--- src/rtl/alu_cmd_driver.sv ---
// -----------------------------------------------------------------------------
// alu_cmd_driver
//
// Command driver for a tinyALU-class datapath. Commands {A, B, op} arrive on a
// valid/ready source and are buffered in a small FIFO. A control FSM pops one
// command at a time, drives the ALU start/done handshake, and places each
// result in an output register that is read through a valid/ready sink.
// A bounded wait on alu_done turns a hung ALU into an error result instead of
// a stalled pipeline.
//
// Parameters
//   DATA_W   operand width; results are 2*DATA_W wide
//   DEPTH    command FIFO entries (power of two, >= 2)
//   TIMEOUT  maximum number of cycles alu_start stays high waiting for done
//
// Ports
//   clk         clock, all logic on the rising edge
//   reset       synchronous, active-high
//   cmd_valid   command offered by the source
//   cmd_ready   FIFO can take a command (low while full or in reset)
//   cmd_a/b     operands
//   cmd_op      000 no_op, 001 add, 010 and, 011 xor, 100 mul, 111 rst_op,
//               any other code behaves as no_op
//   alu_a/b     operands to the ALU, held between commands
//   alu_op      opcode to the ALU (unknown codes are sent as no_op)
//   alu_start   ALU start, held high until done or timeout
//   alu_reset   two-cycle active-high ALU reset pulse for rst_op
//   alu_done    ALU completion, only looked at while waiting for a result
//   alu_result  ALU result, valid while alu_done is high
//   res_valid   output register holds a result
//   res_ready   sink accepts the result
//   res_data    result (zero when produced by a timeout)
//   res_err     result was produced by a timeout
//   busy        FSM active or commands still queued
// -----------------------------------------------------------------------------
module alu_cmd_driver #(
   parameter int DATA_W  = 8,
   parameter int DEPTH   = 4,
   parameter int TIMEOUT = 255
) (
   input  logic                  clk,
   input  logic                  reset,

   input  logic                  cmd_valid,
   output logic                  cmd_ready,
   input  logic [DATA_W-1:0]     cmd_a,
   input  logic [DATA_W-1:0]     cmd_b,
   input  logic [2:0]            cmd_op,

   output logic [DATA_W-1:0]     alu_a,
   output logic [DATA_W-1:0]     alu_b,
   output logic [2:0]            alu_op,
   output logic                  alu_start,
   output logic                  alu_reset,
   input  logic                  alu_done,
   input  logic [2*DATA_W-1:0]   alu_result,

   output logic                  res_valid,
   input  logic                  res_ready,
   output logic [2*DATA_W-1:0]   res_data,
   output logic                  res_err,

   output logic                  busy
);

   localparam int PTR_W = (DEPTH > 1) ? $clog2(DEPTH) : 1;
   localparam int CNT_W = PTR_W + 1;
   localparam int TMR_W = $clog2(TIMEOUT + 1);

   localparam logic [CNT_W-1:0] FIFO_FULL = CNT_W'(DEPTH);
   // The wait ends on the edge that would bring the timer to TIMEOUT, so
   // alu_start is high for exactly TIMEOUT cycles when done never comes.
   localparam logic [TMR_W-1:0] TMR_LAST  = TMR_W'(TIMEOUT - 1);
   localparam logic [TMR_W-1:0] TMR_MAX   = TMR_W'(TIMEOUT);

   typedef enum logic [2:0] {
      OP_NOP = 3'b000,
      OP_ADD = 3'b001,
      OP_AND = 3'b010,
      OP_XOR = 3'b011,
      OP_MUL = 3'b100,
      OP_RST = 3'b111
   } op_e;

   typedef enum logic [2:0] {
      S_IDLE,
      S_ISSUE,
      S_WAIT,
      S_NOP,
      S_RST1,
      S_RST2
   } state_e;

   typedef struct packed {
      logic [DATA_W-1:0] a;
      logic [DATA_W-1:0] b;
      logic [2:0]        op;
   } cmd_t;

   // ---------------------------------------------------------------------------
   // Command FIFO
   // ---------------------------------------------------------------------------
   cmd_t             mem [DEPTH];
   logic [PTR_W-1:0] wr_ptr;
   logic [PTR_W-1:0] rd_ptr;
   logic [CNT_W-1:0] count;
   logic             full;
   logic             empty;
   logic             push;
   logic             pop;
   cmd_t             head;

   assign full  = (count == FIFO_FULL);
   assign empty = (count == '0);
   // No bypass: a full FIFO refuses the push even if the FSM pops this cycle.
   assign cmd_ready = ~full & ~reset;
   assign push      = cmd_valid & cmd_ready;
   assign head      = mem[rd_ptr];

   // NOTE: the storage array has no reset; a flush only clears the pointers
   // and count, so stale entries are never read and the array can map to RAM.
   always_ff @(posedge clk) begin
      if (push) begin
         mem[wr_ptr] <= '{a: cmd_a, b: cmd_b, op: cmd_op};
      end
   end

   // NOTE: sequential state uses non-blocking assignments so every register
   // samples pre-edge values regardless of process ordering.
   always_ff @(posedge clk) begin
      if (reset) begin
         wr_ptr <= '0;
         rd_ptr <= '0;
         count  <= '0;
      end else begin
         // DEPTH is a power of two, so pointers wrap by natural overflow.
         if (push) wr_ptr <= wr_ptr + 1'b1;
         if (pop)  rd_ptr <= rd_ptr + 1'b1;
         case ({push, pop})
            2'b10:   count <= count + 1'b1;
            2'b01:   count <= count - 1'b1;
            default: count <= count;
         endcase
      end
   end

   // ---------------------------------------------------------------------------
   // Control FSM; all ALU and result outputs are registered
   // ---------------------------------------------------------------------------
   state_e              state,     state_d;
   logic [TMR_W-1:0]    timer,     timer_d;
   logic [DATA_W-1:0]   alu_a_d,   alu_b_d;
   logic [2:0]          alu_op_d;
   logic                alu_start_d;
   logic                alu_reset_d;
   logic                res_valid_d;
   logic [2*DATA_W-1:0] res_data_d;
   logic                res_err_d;
   logic                res_free;

   // The output register is free when empty or being read this cycle, which
   // lets IDLE pop in the same cycle a result is consumed.
   assign res_free = ~res_valid | res_ready;

   always_ff @(posedge clk) begin
      if (reset) begin
         state     <= S_IDLE;
         timer     <= '0;
         alu_a     <= '0;
         alu_b     <= '0;
         alu_op    <= '0;
         alu_start <= 1'b0;
         alu_reset <= 1'b0;
         res_valid <= 1'b0;
         res_data  <= '0;
         res_err   <= 1'b0;
      end else begin
         state     <= state_d;
         timer     <= timer_d;
         alu_a     <= alu_a_d;
         alu_b     <= alu_b_d;
         alu_op    <= alu_op_d;
         alu_start <= alu_start_d;
         alu_reset <= alu_reset_d;
         res_valid <= res_valid_d;
         res_data  <= res_data_d;
         res_err   <= res_err_d;
      end
   end

   // NOTE: every signal gets a default before the case statement so no path
   // leaves one unassigned, which would otherwise infer a latch.
   always_comb begin
      state_d     = state;
      timer_d     = timer;
      alu_a_d     = alu_a;
      alu_b_d     = alu_b;
      alu_op_d    = alu_op;
      alu_start_d = 1'b0;
      alu_reset_d = 1'b0;
      res_valid_d = res_valid & ~res_ready;
      res_data_d  = res_data;
      res_err_d   = res_err;
      pop         = 1'b0;

      case (state)
         S_IDLE: begin
            if (!empty && res_free) begin
               pop     = 1'b1;
               alu_a_d = head.a;
               alu_b_d = head.b;
               case (head.op)
                  OP_ADD, OP_AND, OP_XOR, OP_MUL: begin
                     alu_op_d = head.op;
                     state_d  = S_ISSUE;
                  end
                  OP_RST: begin
                     alu_op_d = OP_RST;
                     state_d  = S_RST1;
                  end
                  default: begin
                     alu_op_d = OP_NOP;
                     state_d  = S_NOP;
                  end
               endcase
            end
         end

         // Operands settle on the ALU for one cycle before start rises.
         S_ISSUE: begin
            alu_start_d = 1'b1;
            timer_d     = '0;
            state_d     = S_WAIT;
         end

         // Done is checked first so it wins over a simultaneous timeout.
         S_WAIT: begin
            if (alu_done) begin
               res_valid_d = 1'b1;
               res_data_d  = alu_result;
               res_err_d   = 1'b0;
               state_d     = S_IDLE;
            end else if (timer >= TMR_LAST) begin
               res_valid_d = 1'b1;
               res_data_d  = '0;
               res_err_d   = 1'b1;
               state_d     = S_IDLE;
            end else begin
               alu_start_d = 1'b1;
               timer_d     = (timer == TMR_MAX) ? timer : timer + 1'b1;
            end
         end

         // no_op is still presented to the ALU as a single start pulse.
         S_NOP: begin
            alu_start_d = 1'b1;
            state_d     = S_IDLE;
         end

         S_RST1: begin
            alu_reset_d = 1'b1;
            state_d     = S_RST2;
         end

         S_RST2: begin
            alu_reset_d = 1'b1;
            state_d     = S_IDLE;
         end

         default: begin
            state_d = S_IDLE;
         end
      endcase
   end

   assign busy = (state != S_IDLE) | ~empty;

endmodule

--- config.mk ---
export PLATFORM = sky130hd
export DESIGN_NAME = alu_cmd_driver
export DESIGN_NICKNAME = d
export VERILOG_FILES = /design/src/rtl/alu_cmd_driver.sv
export SDC_FILE = /design/constraint.sdc
export NUM_CORES = 1
export LEC_CHECK = 0
export ABC_AREA = 0
export CORE_MARGIN = 2
export CORE_UTILIZATION = 57
export CTS_BUF_LIST = sky130_fd_sc_hd__clkbuf_8 sky130_fd_sc_hd__clkbuf_16
export DETAILED_ROUTE_END_ITERATION = 12
export PLACE_DENSITY = 0.84
export REMOVE_ABC_BUFFERS = 1
export SYNTH_ARGS = -nofsm -noshare
export SYNTH_HDL_FRONTEND = slang
export SYNTH_SLANG_ARGS = --single-unit
--- constraint.sdc ---
create_clock -name clk -period 7.9 [get_ports clk]
set_input_delay 1.58 -clock clk [delete_from_list [all_inputs] [get_ports clk]]
set_output_delay 1.58 -clock clk [all_outputs]
set_load 0.01 [all_outputs]
# == After elaboration in Yosys (flattened, before gate mapping) ==
# Memory sizes are Yosys's and may differ from the RTL's. A register that Yosys moved wholly into a read port is not among the register bits.
# Index checks and enable logic that the tools add are counted.
# totals
out_inout_bits,41
in_bits,40
ramBits,76
memories,1
regBits,57
# op_classes
n_eq_ne,19
mux,28
reduce_logical,15
addsub,5
n_lt_le_gt_ge,1
n_bitwise,10
# memory_table
name,depth,width,rd,rd_ports_with_merged_regs,wr,line_no,rtl
mem,4,19,1,1,1,103,cmd_t mem [DEPTH];
# ops
op,count
$mux 16,2
$mux 8,3
$pmux 3 s2,3
$pmux 8 s2,1
$eq 3x3->1 const B,5
$eq 3x2->1 const B,4
$mux 1,12
$pmux 3 s4,1
$mux 3,3
$add 8x1->8 const B,1
$eq 8x8->1 const B,1
$ge 8x8->1 const B,1
$ne 2x2->1 const B,4
$eq 3x1->1 const B,2
$logic_not 3->1,2
$reduce_and 2->1,3
$reduce_bool 2->1,3
$not 1->1,5
$add 2x1->2 const B,2
$mux 2,2
$reduce_and 4->1,1
$reduce_or 2->1,2
$reduce_or 4->1,1
$add 3x1->3 const B,1
10 further kinds,13

# == Logic depth before layout (Yosys ltp) ==
# logic_depth
word_depth,7
depth_mapped,11

# == Worst setup path before layout ==
# OpenSTA, ideal clock, no wires.
# synth_timing
kind,input-to-output
start,input reset
end,output cmd_ready
path_slack_ns,4.104
cell_stages,3
n_path_buf,2
t_arrival_ns,2.216
required_ns,6.320
path_cell_list,clkbuf_1 buf_1 a21oi_1
# synth_between
elab_chain_cells,2
# synth_lines
element,line_no,rtl
start: declaration,42,"input logic reset,"
$not 1->1,116,assign cmd_ready = ~full & ~reset;
$and 1x1->1,116,
end: declaration,45,"output logic cmd_ready,"
# Every way passes these cells.

# == Final worst setup path ==
# layout_timing
start,input res_ready
end,register count[2]
# layout_between
elab_chain_cells,6
elab_cells_between_ends,8
cone_classes,eq/ne (2); mux (3); bitwise (1); reduce/logical (2)
# layout_lines
element,line_no,rtl
start: declaration,59,"input logic res_ready,"
$or 1x1->1 *,163,assign res_free = ~res_valid | res_ready;
$logic_and 1x1->1 *,208,if (!empty && res_free) begin
$mux 1 *,208,
$mux 1 *,206,case (state)
$eq 2x1->1 / $eq 2x2->1 (equally long branches),139,"case ({push, pop})"
$pmux 3 s2 / $reduce_bool 2->1 (equally long branches),--,
end signal: assignment,140,2'b10: count <= count + 1'b1;
end signal: assignment,141,2'b01: count <= count - 1'b1;
end signal: assignment,142,default: count <= count;
end: declaration,106,logic [CNT_W-1:0] count;
# Mark *: on every way between the ends. The rest lies on a longest branch, timed or not.
# A chain may end at the register's enable or synchronous reset.

==> impl_metrics.tcl <==
set metrics [dict create \
    cp.arrival_ns 4.99 \
    min_from "alu_op[2]" \
    ir_drop_uv 234 \
    grt_antenna_before_repair 0 \
    rows 34 \
    worst_pin_slew_ns 1.05 \
    fin_nets 524 \
    timing.hold.ws_ns 0.454 \
    dpl-instance-area_um2 6070 \
    routabilityCongestion 0.745 \
    status "finished, final reports clean" \
    hold_path_class "reg -> reg" \
    clockBufferDepth 2 \
    wirelength_um 10600 \
    final_cell_mix "79 x clkdlybuf4s50_1, 76 x edfxtp_1, 59 x dfxtp_1" \
    synth_flop_cell "edfxtp_1" \
    synth-edff-count 76 \
    die_y_um 99.7 \
    layout_commonest_cell "clkdlybuf4s50_1" \
    combPwrFrac_pct 25.0 \
    internal_power_uw 1560 \
    stdcell_area_um2 6660 \
    ff2ff_path_depth 9 \
    fin_crit_ns 4.53 \
    cpPeakStageDelay_ns 0.81 \
    sw_frac_of_total_pct 29.9 \
    finClkSkew_ns 0.0117 \
    finalMaxSlewViolations 0 \
    core_area_um2 8810 \
    insertion_delay_ns 0.52 \
    drtPass1Iterations 6 \
    vias_per_cell 5.75 \
    overflow 0 \
    fin_tns_setup_ns 0 \
    vias 3433 \
    ys_seq_elements 135 \
    finalSetupViolCount 0 \
    ys_types 47 \
    cp_common_cell "inv_1" \
    portBuffers 80 \
    final_util_pct 75.7 \
    p_seq_share_pct 40.0 \
    grt_use_total_pct 22.3 \
    dp_hpwl_um 6420 \
    n_antenna_cell 0 \
    end_kind "register" \
    maxCapViolations 0 \
    clkPwrFrac_pct 35.0 \
    syn_area_per_cell_um2 13.2 \
    fmax_mhz 221 \
    synth.area.top_cells "edfxtp_1 44%, dfxtp_1 23%, mux4_2 8.2%, nand2_1 4.1%, a21oi_1 4.0%" \
    hold_viol 0 \
    ctsHtreeMaxLevel 4 \
    route.antenna.remaining_nets 0 \
    cp.required_ns 8.35 \
    numCtsBuffers 17 \
    area_growth_pct 27.6 \
    cts_tree "built" \
    wire_per_inst_um 17.7 \
    grt_setup_unrepaired "false" \
    start_util_pct 59.3 \
    drc 0 \
    period_share_pct 57.4 \
    grt_pass1_wl_um 16800 \
    yosysTopAreaCell "edfxtp_1" \
    path_max_fanout 22 \
    die_x_um 99.7 \
    yosysWarnings 0 \
    critPathKind "in -> reg" \
    startpoint "res_ready" \
    initialDrtViolationCount 149 \
    hold_depth 2 \
    async_reset_ff_share_pct 0 \
    leakage_uw 0.00227 \
    grt_max_degree 58 \
    grt_pass1_vias 3514 \
    drive_gt1_share_pct 12.3 \
    die-area_um2 9940 \
    slowest_stage "inv_1" \
    power_density_nw_per_um2 333 \
    path_cells "clkdlybuf4s50_1 > nand2b_1 > nand3_1 > inv_1 > ha_1 > inv_1 > fa_1 > xor2_1 > or3_1 > a21oi_1" \
    power_switching_uw 665 \
    io_pins 81 \
    synthesis.area_um2 5220 \
    r2r-start "state[0]" \
    max_slew_margin_pct 29.9 \
    cts_sinks 135 \
    postCtsSetupBuffers 0 \
    start_kind "primary input" \
    synth_seq_area_share_pct 66.3 \
    netlist_instances 397 \
    cts_repair_resize_count 0 \
    cts_root_buf "clkbuf_8" \
    clk_pin_slew_worst_paths_ns 0.06 \
    synth_top_area_share_pct 43.7 \
    cts_hold_buffers 0 \
]
-- worst paths after layout --
kind | endpoint | slack [ns]
worst max register to register | count[2] | 4.00
worst min register to register | alu_op[2] | 0.45
worst max-delay path | count[2] | 3.37
worst min-delay path | alu_op[2] | 0.45
-- per-stage QoR --
stage / setup slack (ns) / total power [µW] / cells
CTS: 3.39 / 2230 / 597
finish: 3.37 / 2220 / 597
floorplan: 3.94 / 1220 / 375
global placement: 2.98 / 1430 / 565
global route: 3.09 / 2330 / 597
detailed placement: 2.88 / 1450 / 565
-- cells by family (layout without fill, tap and decap cells) --
| group | Yosys count | count (layout) | share of synthesized area, % |
|---|---|---|---|
| DFF | 135 | 135 | 66.3 |
| muxes | 21 | 21 | 8.58 |
| buffers and inverters | 35 | 127 | 2.76 |
| AOI/OAI and AO/OA | 78 | 78 | 8.77 |
| adders and majority gates | 8 | 8 | 2.06 |
| and+or+nand+nor | 113 | 113 | 10.4 |
| xor gates and xnor gates | 7 | 7 | 1.17 |
-- critical path, delay by kind of cell --
kind / cells / cell delay (ns)
buf+inv: 3 / 1.33
xor+xnor: 1 / 0.18
fa+ha+maj: 2 / 0.69
compound gates: 1 / 0.14
simple gates: 3 / 1.07
-- sequential cells by signal, summed over array words and instances, names as in the netlist, 3 cells and up, named ones only --
register  cells
alu_b         8
mem          76
count         3
alu_a         8
timer         8
res_data     16
alu_op        3
state         3
-- cell type report --
cell class	instances	area, µm²
tap	108	135
fill	531	2140
timing repair buffer	82	811
clock buffer	18	428
inverter	13	48.8
sequential	135	3460
multi-input combinational	227	1620
clock inverter	14	163
-- power groups by stage --
stage	Sequential (µW)	Combinational, µW	Clock, µW
floorplan	923	301	0
global placement	898	531	0
detailed placement	900	549	0
CTS	889	558	785
global route	897	611	818
finish	888	555	778
-- routing by layer --
layer  vias to the layer above  track usage [%]  wire length [µm]  part of all wire [%]
li1                       1618                -                 -                     -
met3                        19             7.31               742                   7.0
met1                      1671             26.0              4150                    39
met4                         0             8.32               197                   1.9
met2                       125             38.7              5480                    52
met5                         -                0                 0                     0
-- cells in the mapped netlist (2+ instances only) --
master	number
mux2i_1	2
inv_1	13
or3_1	5
nor3b_1	3
xor2_1	2
o21ai_0	18
nor2_1	15
clkbuf_1	16
nand2b_1	3
mux4_2	19
a21oi_1	42
nand3_1	6
buf_2	4
nor3_1	6
a31o_2	2
edfxtp_1	76
ha_1	7
nand3b_1	3
a31oi_1	4
dfxtp_1	59
xnor2_1	5
nand2_1	57
and2_1	5
nand4b_1	2
Note: power is estimated with default switching activity, not from simulation.
